[src/rtl/quad_decoder.sv]
// Quadrature decoder. Synchronizes the A/B inputs, absorbs the power-up phase, and then
// turns each Gray-code transition into a step on a wrapping position counter.
module quad_decoder #(
  parameter int unsigned N = 8
) (
  input  logic         clk,
  input  logic         reset,
  input  logic         a,
  input  logic         b,
  input  logic         en,
  input  logic         clr,
  input  logic         load,
  input  logic [N-1:0] d,
  output logic [N-1:0] pos,
  output logic         step,
  output logic         dir,
  output logic         err,
  output logic         max_tick,
  output logic         min_tick
);

  typedef enum logic {INIT, RUN} state_t;

  localparam logic [N-1:0] ONE = {{(N-1){1'b0}}, 1'b1};

  state_t       state_q, state_d;
  logic [1:0]   s1_q, s2_q, prev_q;
  logic [1:0]   fill_q, fill_d;
  logic [N-1:0] pos_q, pos_d;
  logic         step_q, step_d;
  logic         dir_q, dir_d;
  logic         err_q, err_d;
  logic         up, down, illegal;

  always_ff @(posedge clk or posedge reset) begin
    if (reset) begin
      state_q <= INIT;
      s1_q    <= '0;
      s2_q    <= '0;
      prev_q  <= '0;
      fill_q  <= '0;
      pos_q   <= '0;
      step_q  <= 1'b0;
      dir_q   <= 1'b0;
      err_q   <= 1'b0;
    end else begin
      state_q <= state_d;
      s1_q    <= {a, b};
      s2_q    <= s1_q;
      prev_q  <= s2_q;
      fill_q  <= fill_d;
      pos_q   <= pos_d;
      step_q  <= step_d;
      dir_q   <= dir_d;
      err_q   <= err_d;
    end
  end

  // Transitions are decoded as {prev,s2}, each pair written as {a,b}.
  always_comb begin
    up      = 1'b0;
    down    = 1'b0;
    illegal = 1'b0;
    if (state_q == RUN) begin
      case ({prev_q, s2_q})
        4'b00_01, 4'b01_11, 4'b11_10, 4'b10_00: up      = 1'b1;
        4'b00_10, 4'b10_11, 4'b11_01, 4'b01_00: down    = 1'b1;
        4'b00_11, 4'b11_00, 4'b01_10, 4'b10_01: illegal = 1'b1;
        default: ;
      endcase
    end
  end

  always_comb begin
    state_d = state_q;
    fill_d  = fill_q;
    pos_d   = pos_q;
    step_d  = 1'b0;
    dir_d   = dir_q;
    err_d   = err_q | illegal;

    case (state_q)
      INIT: begin
        fill_d = fill_q + 2'd1;
        if (fill_q == 2'd2) state_d = RUN;
      end
      RUN:     state_d = RUN;
      default: state_d = INIT;
    endcase

    // A step that coincides with clr or load is dropped, not deferred.
    if (clr) begin
      pos_d = '0;
      err_d = 1'b0;
    end else if (load) begin
      pos_d = d;
    end else if (en && (up || down)) begin
      pos_d  = up ? pos_q + ONE : pos_q - ONE;
      step_d = 1'b1;
      dir_d  = up;
    end
  end

  assign pos      = pos_q;
  assign step     = step_q;
  assign dir      = dir_q;
  assign err      = err_q;
  assign max_tick = (pos_q == '1);
  assign min_tick = (pos_q == '0);

endmodule

[config.mk]
export PLATFORM = sky130hd
export DESIGN_NAME = quad_decoder
export DESIGN_NICKNAME = d
export VERILOG_FILES = /design/src/rtl/quad_decoder.sv
export SDC_FILE = /design/constraint.sdc
export NUM_CORES = 1
export LEC_CHECK = 0
export ABC_AREA = 1
export BUFFER_PORTS_ARGS = -buffer_cell sky130_fd_sc_hd__buf_2
export CAP_MARGIN = 20
export CORE_ASPECT_RATIO = 1.5
export CORE_UTILIZATION = 48
export DETAILED_ROUTE_END_ITERATION = 8
export GPL_ROUTABILITY_DRIVEN = 0
export HOLD_SLACK_MARGIN = 0.12
export PLACE_DENSITY = 0.85
export SETUP_SLACK_MARGIN = 0.02
export SLEW_MARGIN = 15
export SYNTH_ARGS = -nofsm -noshare
export SYNTH_HDL_FRONTEND = slang
export SYNTH_SLANG_ARGS = --single-unit
export TNS_END_PERCENT = 10
[constraint.sdc]
create_clock -name clk -period 1.8 [get_ports clk]
set_clock_uncertainty 0.15 [all_clocks]
set_input_delay 0.18 -clock clk [delete_from_list [all_inputs] [get_ports clk]]
set_output_delay 0.18 -clock clk [all_outputs]
set_load 0.05 [all_outputs]
==> results.ini <==
[detailed_routing]
route.detailed.drc=0
wl_per_cell_um=15.4
routed_wl_um=4240
via_per_inst=5.24
vias=1442
postRouteAntennaNets=0
drtIter0Drc=74
firstDrtPassIters=4

[synth]
async_flop_share_pct=100
synth-edff-count=0
synth_ff_type=dfrtp_1
netlist-cell-type-count=28
syn-cell-area_mm2=0.00129
ys_seq_area_share_pct=38.8
syn-instance-count=167
syn_avg_cell_area_um2=7.72
synth-seq-cells=20
synth_warnings=0
syn-num-nets=191

[hold_path]
min_to=s2_q[0]
min-delay-start=s1_q[0]
hp-class=register to register
min_path_cells=0

[floorplanning]
die_width_um=44.3
rows=22
start_util_pct=51.4
die_y_um=65.5
ioPinCount=28
dieArea_mm2=0.00290
core_mm2=0.00250

[power]
switching_share_pct=42.1
switching_power_mw=0.698
power_density_mw_per_mm2=822
clockPowerShare_pct=15.6
power.internal_mw=0.959
p_comb_share_pct=50.6
power.leakage_nw=1.05
p_total_mw=1.66
p_seq_share_pct=33.8
peakVddDrop_v=0.000561

[timing]
final_max_slew_viol_count=0
slew_headroom_pct=73.8
rsz0062_at_grt=yes
worst_pin_slew_ns=0.393
fmax_ghz=0.456
setup_viol_count_final=10
hold_viol_final=0
whs_ns=0.210
finalCritPeriodShare_pct=122
timing.final.ws_setup_ns=-0.392
period_minus_slack_ns=2.19

[setup_path]
crit_buf_inv=8
r2r_start=s2_q[1]
path_max_fanout=6
crit_slowest_cell=dfrtp_1
setup.worst_path.end_class=register
crit_type=register to register
critPathTopFamily=buffers and inverters
max_stage_delay_ns=0.42
crit_arrival_ns=2.24
r2r-end=pos[4]
cp-start-kind=register
r2r_cells=17
cp_data_required_time_ns=1.85
cpMostUsedCell=buf_4
rrSetupSlack_ns=-0.39
worst-path-stages=17
crit_chain=inv_2, buf_4, buf_4, buf_4, buf_4, buf_4, buf_4, nand2_1, nand2_1, nand3_2, nand2_2, nand2_4, nand2_4, nand2_4, inv_2, nand2_1, nand2_1

[placement]
io_buffers=27
dpl.cell_count=244
dp_hpwl_um=2400

[global_routing]
grt_max_degree=21
grt_pass1_wl_um=6160
gr-total-overflow=0
antenna_found_initial=0
grt_pass1_vias=1402
grtUsageTotal_pct=29.3

[cts]
clk_latency_ns=0.30
cts.sinks=20
htreeDepth=1
root_buffer=clkbuf_4
clk_pin_slew_ns=0.11
cts_buffers=3
cts_tree=built
max-clock-path-buffers=2

[final_layout]
layout_commonest_cell=nand2_1
antennaDiodeCount=0
instances_no_fill=275
final_cell_mix=nand2_1, buf_4, buf_2
num-fill-cells=152
drive_gt1_share_pct=41.8
syn_to_final_growth_pct=56.5
nets=264

[outcome]
failed_checks=negative setup slack
outcome=finished with violations

[job]
maxCapViolCount=0

## per-layer routing
metal / part of all wire (%) / vias up / GRT usage (%)
met3: 4.2 / 21 / 2.47
met5: 0 / - / 0
met1: 38 / 672 / 32.6
met2: 53 / 67 / 52.9
met4: 4.8 / 0 / 15.2
li1: - / 682 / -
## state kept, by name, indices dropped and copies added, names as in the netlist
| register | flops |
|---|---|
| dir | 1 |
| err | 1 |
| state_q | 1 |
| step | 1 |
| s1_q | 2 |
| pos | 8 |
| prev_q | 2 |
| s2_q | 2 |
| fill_q | 2 |
## cells in the mapped netlist, types with 2 or more instances
cell type / number / area [um^2]
nand3_1: 10 / 50.1
nand4_1: 4 / 25.0
ha_1: 8 / 100
inv_1: 19 / 71.3
xnor2_1: 3 / 26.3
o21ai_1: 3 / 15.0
a21o_1: 2 / 15.0
buf_2: 2 / 10.0
inv_2: 5 / 18.8
nand2_4: 3 / 33.8
nand2_1: 55 / 206
dfrtp_1: 20 / 500
o21ai_0: 5 / 25.0
nor2_1: 9 / 33.8
nor4_1: 2 / 12.5
nand2_2: 3 / 18.8
a21oi_1: 3 / 15.0
## stage by stage
stage | utilization, % | setup TNS [ns] | cell area, um^2 | setup slack [ns]
after global placement | 64.0 | -0.782 | 1600 | -0.179
final | 80.5 | -2.81 | 2020 | -0.392
after global routing | 80.5 | -3.94 | 2020 | -0.477
after floorplan | - | -0.491 | 1310 | -0.123
after CTS | 76.2 | -1.29 | 1910 | -0.208
after detailed placement | 64.0 | -1.17 | 1600 | -0.252
## cell families after synthesis
| kind of cell | count (synthesis) | share of synthesized area, % |
|---|---|---|
| flip-flops | 20 | 38.8 |
| multiplexers | 1 | 0.777 |
| buffers and inverters | 26 | 7.77 |
| XOR/XNOR | 3 | 2.04 |
| AND/OR/NAND/NOR | 92 | 34.2 |
| AO/OA/AOI/OAI | 16 | 7.09 |
| adder cells (fa/ha/maj) | 9 | 9.32 |
## final cells by class
type | instances | area (um^2) | area share (%)
inverters | 24 | 92.6 | 4.59
clock buffers | 4 | 36.3 | 1.80
repair buffers | 69 | 490 | 24.3
multi-input cells | 122 | 848 | 42.1
flip-flops and latches | 20 | 504 | 25.0
well taps | 36 | 45.0 | 2.23
## timing repair
action	4_1_cts	5_1_grt
hold buffers	14	0
resized for setup	11	22
endpoints found under the setup margin	8	11
endpoints found under the hold margin	33	0
setup buffers	8	4
pin swaps	11	13
cloned	1	0
## power by group through the flow
stage	logic, mW	registers [mW]	clock network [mW]
after CTS	0.729	0.550	0.261
final	0.838	0.560	0.259
after global routing	0.904	0.566	0.283
after global placement	0.647	0.555	0
after detailed placement	0.661	0.556	0
after floorplan	0.343	0.676	0
## how the worst max path moves through the flow
stage               startpoint  slack [ns]     end
floorplan              s2_q[0]       -0.12  pos[7]
global placement       s2_q[0]       -0.18  pos[7]
finish                 s2_q[1]       -0.39  pos[4]
CTS                    s2_q[0]       -0.21  pos[7]
detailed placement     s2_q[0]       -0.25  pos[7]
global route           s2_q[1]       -0.48  pos[4]
Note: power is estimated with default switching activity, not from simulation.
